**config.mk**
```make
export PLATFORM = sky130hd
export DESIGN_NAME = cdb_result_queue
export DESIGN_NICKNAME = d
export VERILOG_FILES = /design/src/rtl/cdb_result_queue.sv
export SDC_FILE = /design/constraint.sdc
export NUM_CORES = 1
export LEC_CHECK = 0
export BUFFER_PORTS_ARGS = -buffer_cell sky130_fd_sc_hd__buf_2
export CORE_ASPECT_RATIO = 0.6
export CORE_MARGIN = 2
export CORE_UTILIZATION = 55
export CTS_BUF_LIST = sky130_fd_sc_hd__clkbuf_4
export DETAILED_ROUTE_END_ITERATION = 8
export GPL_TIMING_DRIVEN = 0
export PLACE_DENSITY = 0.77
export SETUP_SLACK_MARGIN = 0.4
export SLEW_MARGIN = 20
export SYNTH_ARGS = -nofsm -noshare
export SYNTH_HDL_FRONTEND = slang
export SYNTH_SLANG_ARGS = --single-unit
```
**constraint.sdc**
```tcl
create_clock -name clk -period 4.9 [get_ports clk]
set_input_delay 0.49 -clock clk [delete_from_list [all_inputs] [get_ports clk]]
set_output_delay 0.49 -clock clk [all_outputs]
set_load 0.01 [all_outputs]
```
**src/rtl/cdb_result_queue.sv**
```systemverilog
// Per-unit result FIFO between a functional unit's writeback port and the CDB arbiter.
// Optional combinational empty-queue bypass: define CDB_RESULT_QUEUE_BYPASS_EN.
module cdb_result_queue #(
    parameter int BW_PROCESSOR_DATA = 32,
    parameter int BW_TAG            = 6,
    parameter int DEPTH             = 4,
    parameter int BW_STALL          = 8
) (
    input  logic                         clk,
    input  logic                         rst,
    input  logic                         i_flush,
    input  logic                         i_valid,
    output logic                         i_ready,
    input  logic [BW_TAG-1:0]            i_tag,
    input  logic [BW_PROCESSOR_DATA-1:0] i_wdata,
    output logic                         o_valid,
    input  logic                         o_ready,
    output logic [BW_TAG-1:0]            o_tag,
    output logic [BW_PROCESSOR_DATA-1:0] o_wdata,
    output logic [$clog2(DEPTH):0]       o_count,
    output logic [BW_STALL-1:0]          o_stall_cycles
);

    localparam int PW = $clog2(DEPTH);
    localparam int CW = PW + 1;
    localparam int EW = BW_TAG + BW_PROCESSOR_DATA;
    localparam logic [CW-1:0] FULL = CW'(DEPTH);

    logic [EW-1:0]       mem [DEPTH];
    logic [PW-1:0]       wr_ptr;
    logic [PW-1:0]       rd_ptr;
    logic [CW-1:0]       count;
    logic [BW_STALL-1:0] stall_cnt;

    logic empty;
    logic bypass;
    logic q_pop;
    logic push;
    logic bypass_pop;

    // Handshake: a transfer happens on a rising edge where valid && ready on
    // the same side. i_ready depends only on occupancy, never on o_ready, and
    // an offered head (o_valid=1) holds tag/data until it is popped or flushed.
    assign empty   = (count == '0);
    assign i_ready = (count != FULL);

`ifdef CDB_RESULT_QUEUE_BYPASS_EN
    assign bypass = empty && i_valid && !i_flush;
`else
    assign bypass = 1'b0;
`endif

    assign o_valid    = !empty || bypass;
    assign q_pop      = !empty && o_ready;
    assign bypass_pop = bypass && o_ready;
    // A bypassed result granted in the same cycle leaves without being stored.
    assign push       = i_valid && i_ready && !bypass_pop;

    always_comb begin
        o_tag   = '0;
        o_wdata = '0;
        if (!empty) begin
            {o_tag, o_wdata} = mem[rd_ptr];
        end else if (bypass) begin
            o_tag   = i_tag;
            o_wdata = i_wdata;
        end
    end

    assign o_count        = count;
    assign o_stall_cycles = stall_cnt;

    always_ff @(posedge clk) begin
        if (push && !i_flush) begin
            mem[wr_ptr] <= {i_tag, i_wdata};
        end
    end

    always_ff @(posedge clk or posedge rst) begin
        if (rst) begin
            wr_ptr <= '0;
            rd_ptr <= '0;
            count  <= '0;
        end else if (i_flush) begin
            wr_ptr <= '0;
            rd_ptr <= '0;
            count  <= '0;
        end else begin
            if (push) begin
                wr_ptr <= wr_ptr + PW'(1);
            end
            if (q_pop) begin
                rd_ptr <= rd_ptr + PW'(1);
            end
            case ({push, q_pop})
                2'b10:   count <= count + CW'(1);
                2'b01:   count <= count - CW'(1);
                default: count <= count;
            endcase
        end
    end

    // Counts wait cycles of a stored head only; it is already zero whenever the queue empties.
    always_ff @(posedge clk or posedge rst) begin
        if (rst) begin
            stall_cnt <= '0;
        end else if (i_flush || q_pop || bypass_pop) begin
            stall_cnt <= '0;
        end else if (!empty && !o_ready && (stall_cnt != '1)) begin
            stall_cnt <= stall_cnt + BW_STALL'(1);
        end
    end

endmodule

```
==> reports/qor.yml <==
synth:
  synth_edf_count: 152
  synth_common_cells: "152 x edfxtp_1, 42 x and2_1, 38 x mux4_2"
  synth_area_sq_mm: 0.00664
  yosysTopAreaCellShare_pct: 68.7
  synth_warnings: 0
  syn_avg_cell_area_sq_um: 19.8
  synth_top_cells_by_area: "edfxtp_1 69%, mux4_2 13%, dfrtp_1 5.7%, and2_1 4.0%, ha_1 0.94%"
  synth-seq-area-share_pct: 74.4
  synth.most_common_cell: "edfxtp_1"
  synth_seq_cells: 167
  synth-main-ff-cell: "edfxtp_1"
  netlist-cell-type-count: 36
  synth_area_leader_cell: "edfxtp_1"
  syn_inst: 335
  synthArstFlopShare_pct: 8.98
  syn_nets: 384
layout:
  instances_no_fill: 631
  fin_util_pct: 64.8
  fillers: 847
  final_area_sq_mm: 0.00772
  syn_to_final_growth_pct: 16.2
  drive_gt1_share_pct: 39.0
  final_nets: 500
timing:
  maxSlewHeadroom_pct: 56.8
  worstMarginPinSlew_ns: 0.647
  rsz0062_at_grt: "no"
  finalMaxSlewViolations: 0
  max_clock_freq_mhz: 337
  finClkSkew_ns: 0.0218
  finalCritPeriodShare_pct: 60.6
  finalSetupViolCount: 0
  finalSetupTns_ns: 0
  hold_violations: 0
  post-route-min-period_ns: 2.97
  fin_ws_ns: 1.93
setup_path:
  worst_setup_path_start_kind: "flop"
  critPathKind: "reg -> out"
  cp_max_fo: 10
  crit_arrival_ns: 2.48
  r2r_slack_ns: 2.65
  cp.required_ns: 4.41
  end_kind: "primary output"
drt:
  remaining_drc_errors: 0
  met2_wirelength_microns: 5720
  top_layer: "met4"
  vias: 3431
  wire_per_inst_microns: 19.3
  wirelength_met1_microns: 5710
  wl_microns: 12200
  ant_nets: 0
  firstDrtPassIters: 4
  drt_iter0_drc: 208
  viasPerCell: 5.44
  met3WireLength_microns: 691
global_routing:
  grt_pass1_vias: 3464
  grt_use_total_pct: 19.8
  grt_max_degree: 21
  antenna_found_initial: 2
  grt_pass1_wl_microns: 18900
  overflow: 0
floorplan:
  num_rows: 31
  start_util_pct: 55.8
  core_sq_mm: 0.0119
  chipWidth_microns: 146
  dieArea_sq_mm: 0.0130
  num_io_pins: 94
  die_h_microns: 89.1
clock_tree:
  cts-root-buf: "clkbuf_4"
  max-clock-path-buffers: 2
  clk_pin_slew_worst_paths_ns: 0.14
  ctsResizeCount: 0
  cts_tree: "yes"
  cts-buffers-inserted: 17
  clk_latency_ns: 0.51
  htreeDepth: 4
  cts_hold_buf: 0
  numClockSinks: 167
  postCtsSetupRepairBufs: 0
placed_design:
  numPortBuffers: 93
  dp_slack_ns: 2.48
  hpwl_microns: 7870
  place_inst: 597
  routabilityCongestion: 0.689
  place_area_sq_mm: 0.00743
pwr:
  irDropWorstVdd_v: 0.000235
  leakagePower_uw: 0.00276
  powerDensity_mw_per_mm2: 471
status:
  outcome: "finished clean"
worst_hold_path:
  hold_class: "in -> async"
job:
  maxCapViolations: 0
==> cell type report <==
class                      instances  area, sq um  share of cell area [%]
antenna                            2         5.00                  0.0649
buffer                            16         75.1                   0.973
clock buffer                      18          135                    1.75
clock inverter                    14          149                    1.93
inverter                           4         15.0                   0.195
multi-input combinational        148         1620                    20.9
sequential                       167         4940                    64.0
tap                              165          206                    2.68
timing repair buffer              97          576                    7.46
==> critical path, cell delays in order (launching register included) <==
cell	delay, ns
dfrtp_1	0.41
clkbuf_1	0.47
buf_2	0.40
mux4_2	0.34
and2_1	0.21
buf_2	0.15
==> cells by family (layout without fill, tap and decap cells) <==
group	Yosys count	after routing	synth area share [%]
flip-flops	167	167	74.4
other	0	2	0
AND/OR/NAND/NOR	78	78	6.86
multiplexers	42	42	13.6
AO/OA/AOI/OAI	15	15	1.64
buffers and inverters	20	149	1.36
XOR/XNOR	7	7	0.923
adder cells (fa/ha/maj)	6	6	1.24
==> metal layers <==
metal	up-vias	global-route usage, %
met2	100	30.7
met4	0	5.35
met1	1757	28.2
li1	1568	-
met3	6	6.02
met5	-	0
==> path summary, 6_finish.rpt <==
kind	to	cells past startpoint	startpoint
setup / recovery	o_wdata[19]	5	rd_ptr[1]
hold / removal	o_count[1]	2	rst
setup reg to reg	o_count[2]	6	o_count[0]
hold reg to reg	o_stall_cycles[7]	2	o_stall_cycles[7]
max in group asynchronous	rd_ptr[0]	2	rst
min in group clk	mem[1][8]	1	i_wdata[8]
==> flip-flops by register name (all words and copies together) (netlist names) <==
name            flops
mem               152
o_count             3
o_stall_cycles      8
rd_ptr              2
wr_ptr              2
==> metrics by stage <==
stage,power [uW],hold slack [ns]
3_3_place_gp,2860,0.562
2_1_floorplan,2470,0.391
4_1_cts,3670,0.00591
3_5_place_dp,2890,0.579
5_1_grt,3840,0.0170
6_report,3640,0.0310
==> placed cells by master (no fill, tap or decap), drive strengths merged, types with 4 or more instances in the layout <==
master	instances
nor2	10
or3	4
mux4	38
ha	5
clkinv	4
clkbuf	27
buf	104
edfxtp	152
a21oi	6
and2	42
nand3	4
inv	9
nand2	7
dfrtp	15
xnor2	4
==> report_power, final <==
| part | switching [uW] | internal, uW | leakage (uW) | total (uW) |
|---|---|---|---|---|
| combinational | 610 | 541 | 0.00103 | 1150 |
| clock | 477 | 314 | 0.000148 | 791 |
| sequential | 42.9 | 1650 | 0.00158 | 1700 |
Note: power is estimated with default switching activity, not from simulation.
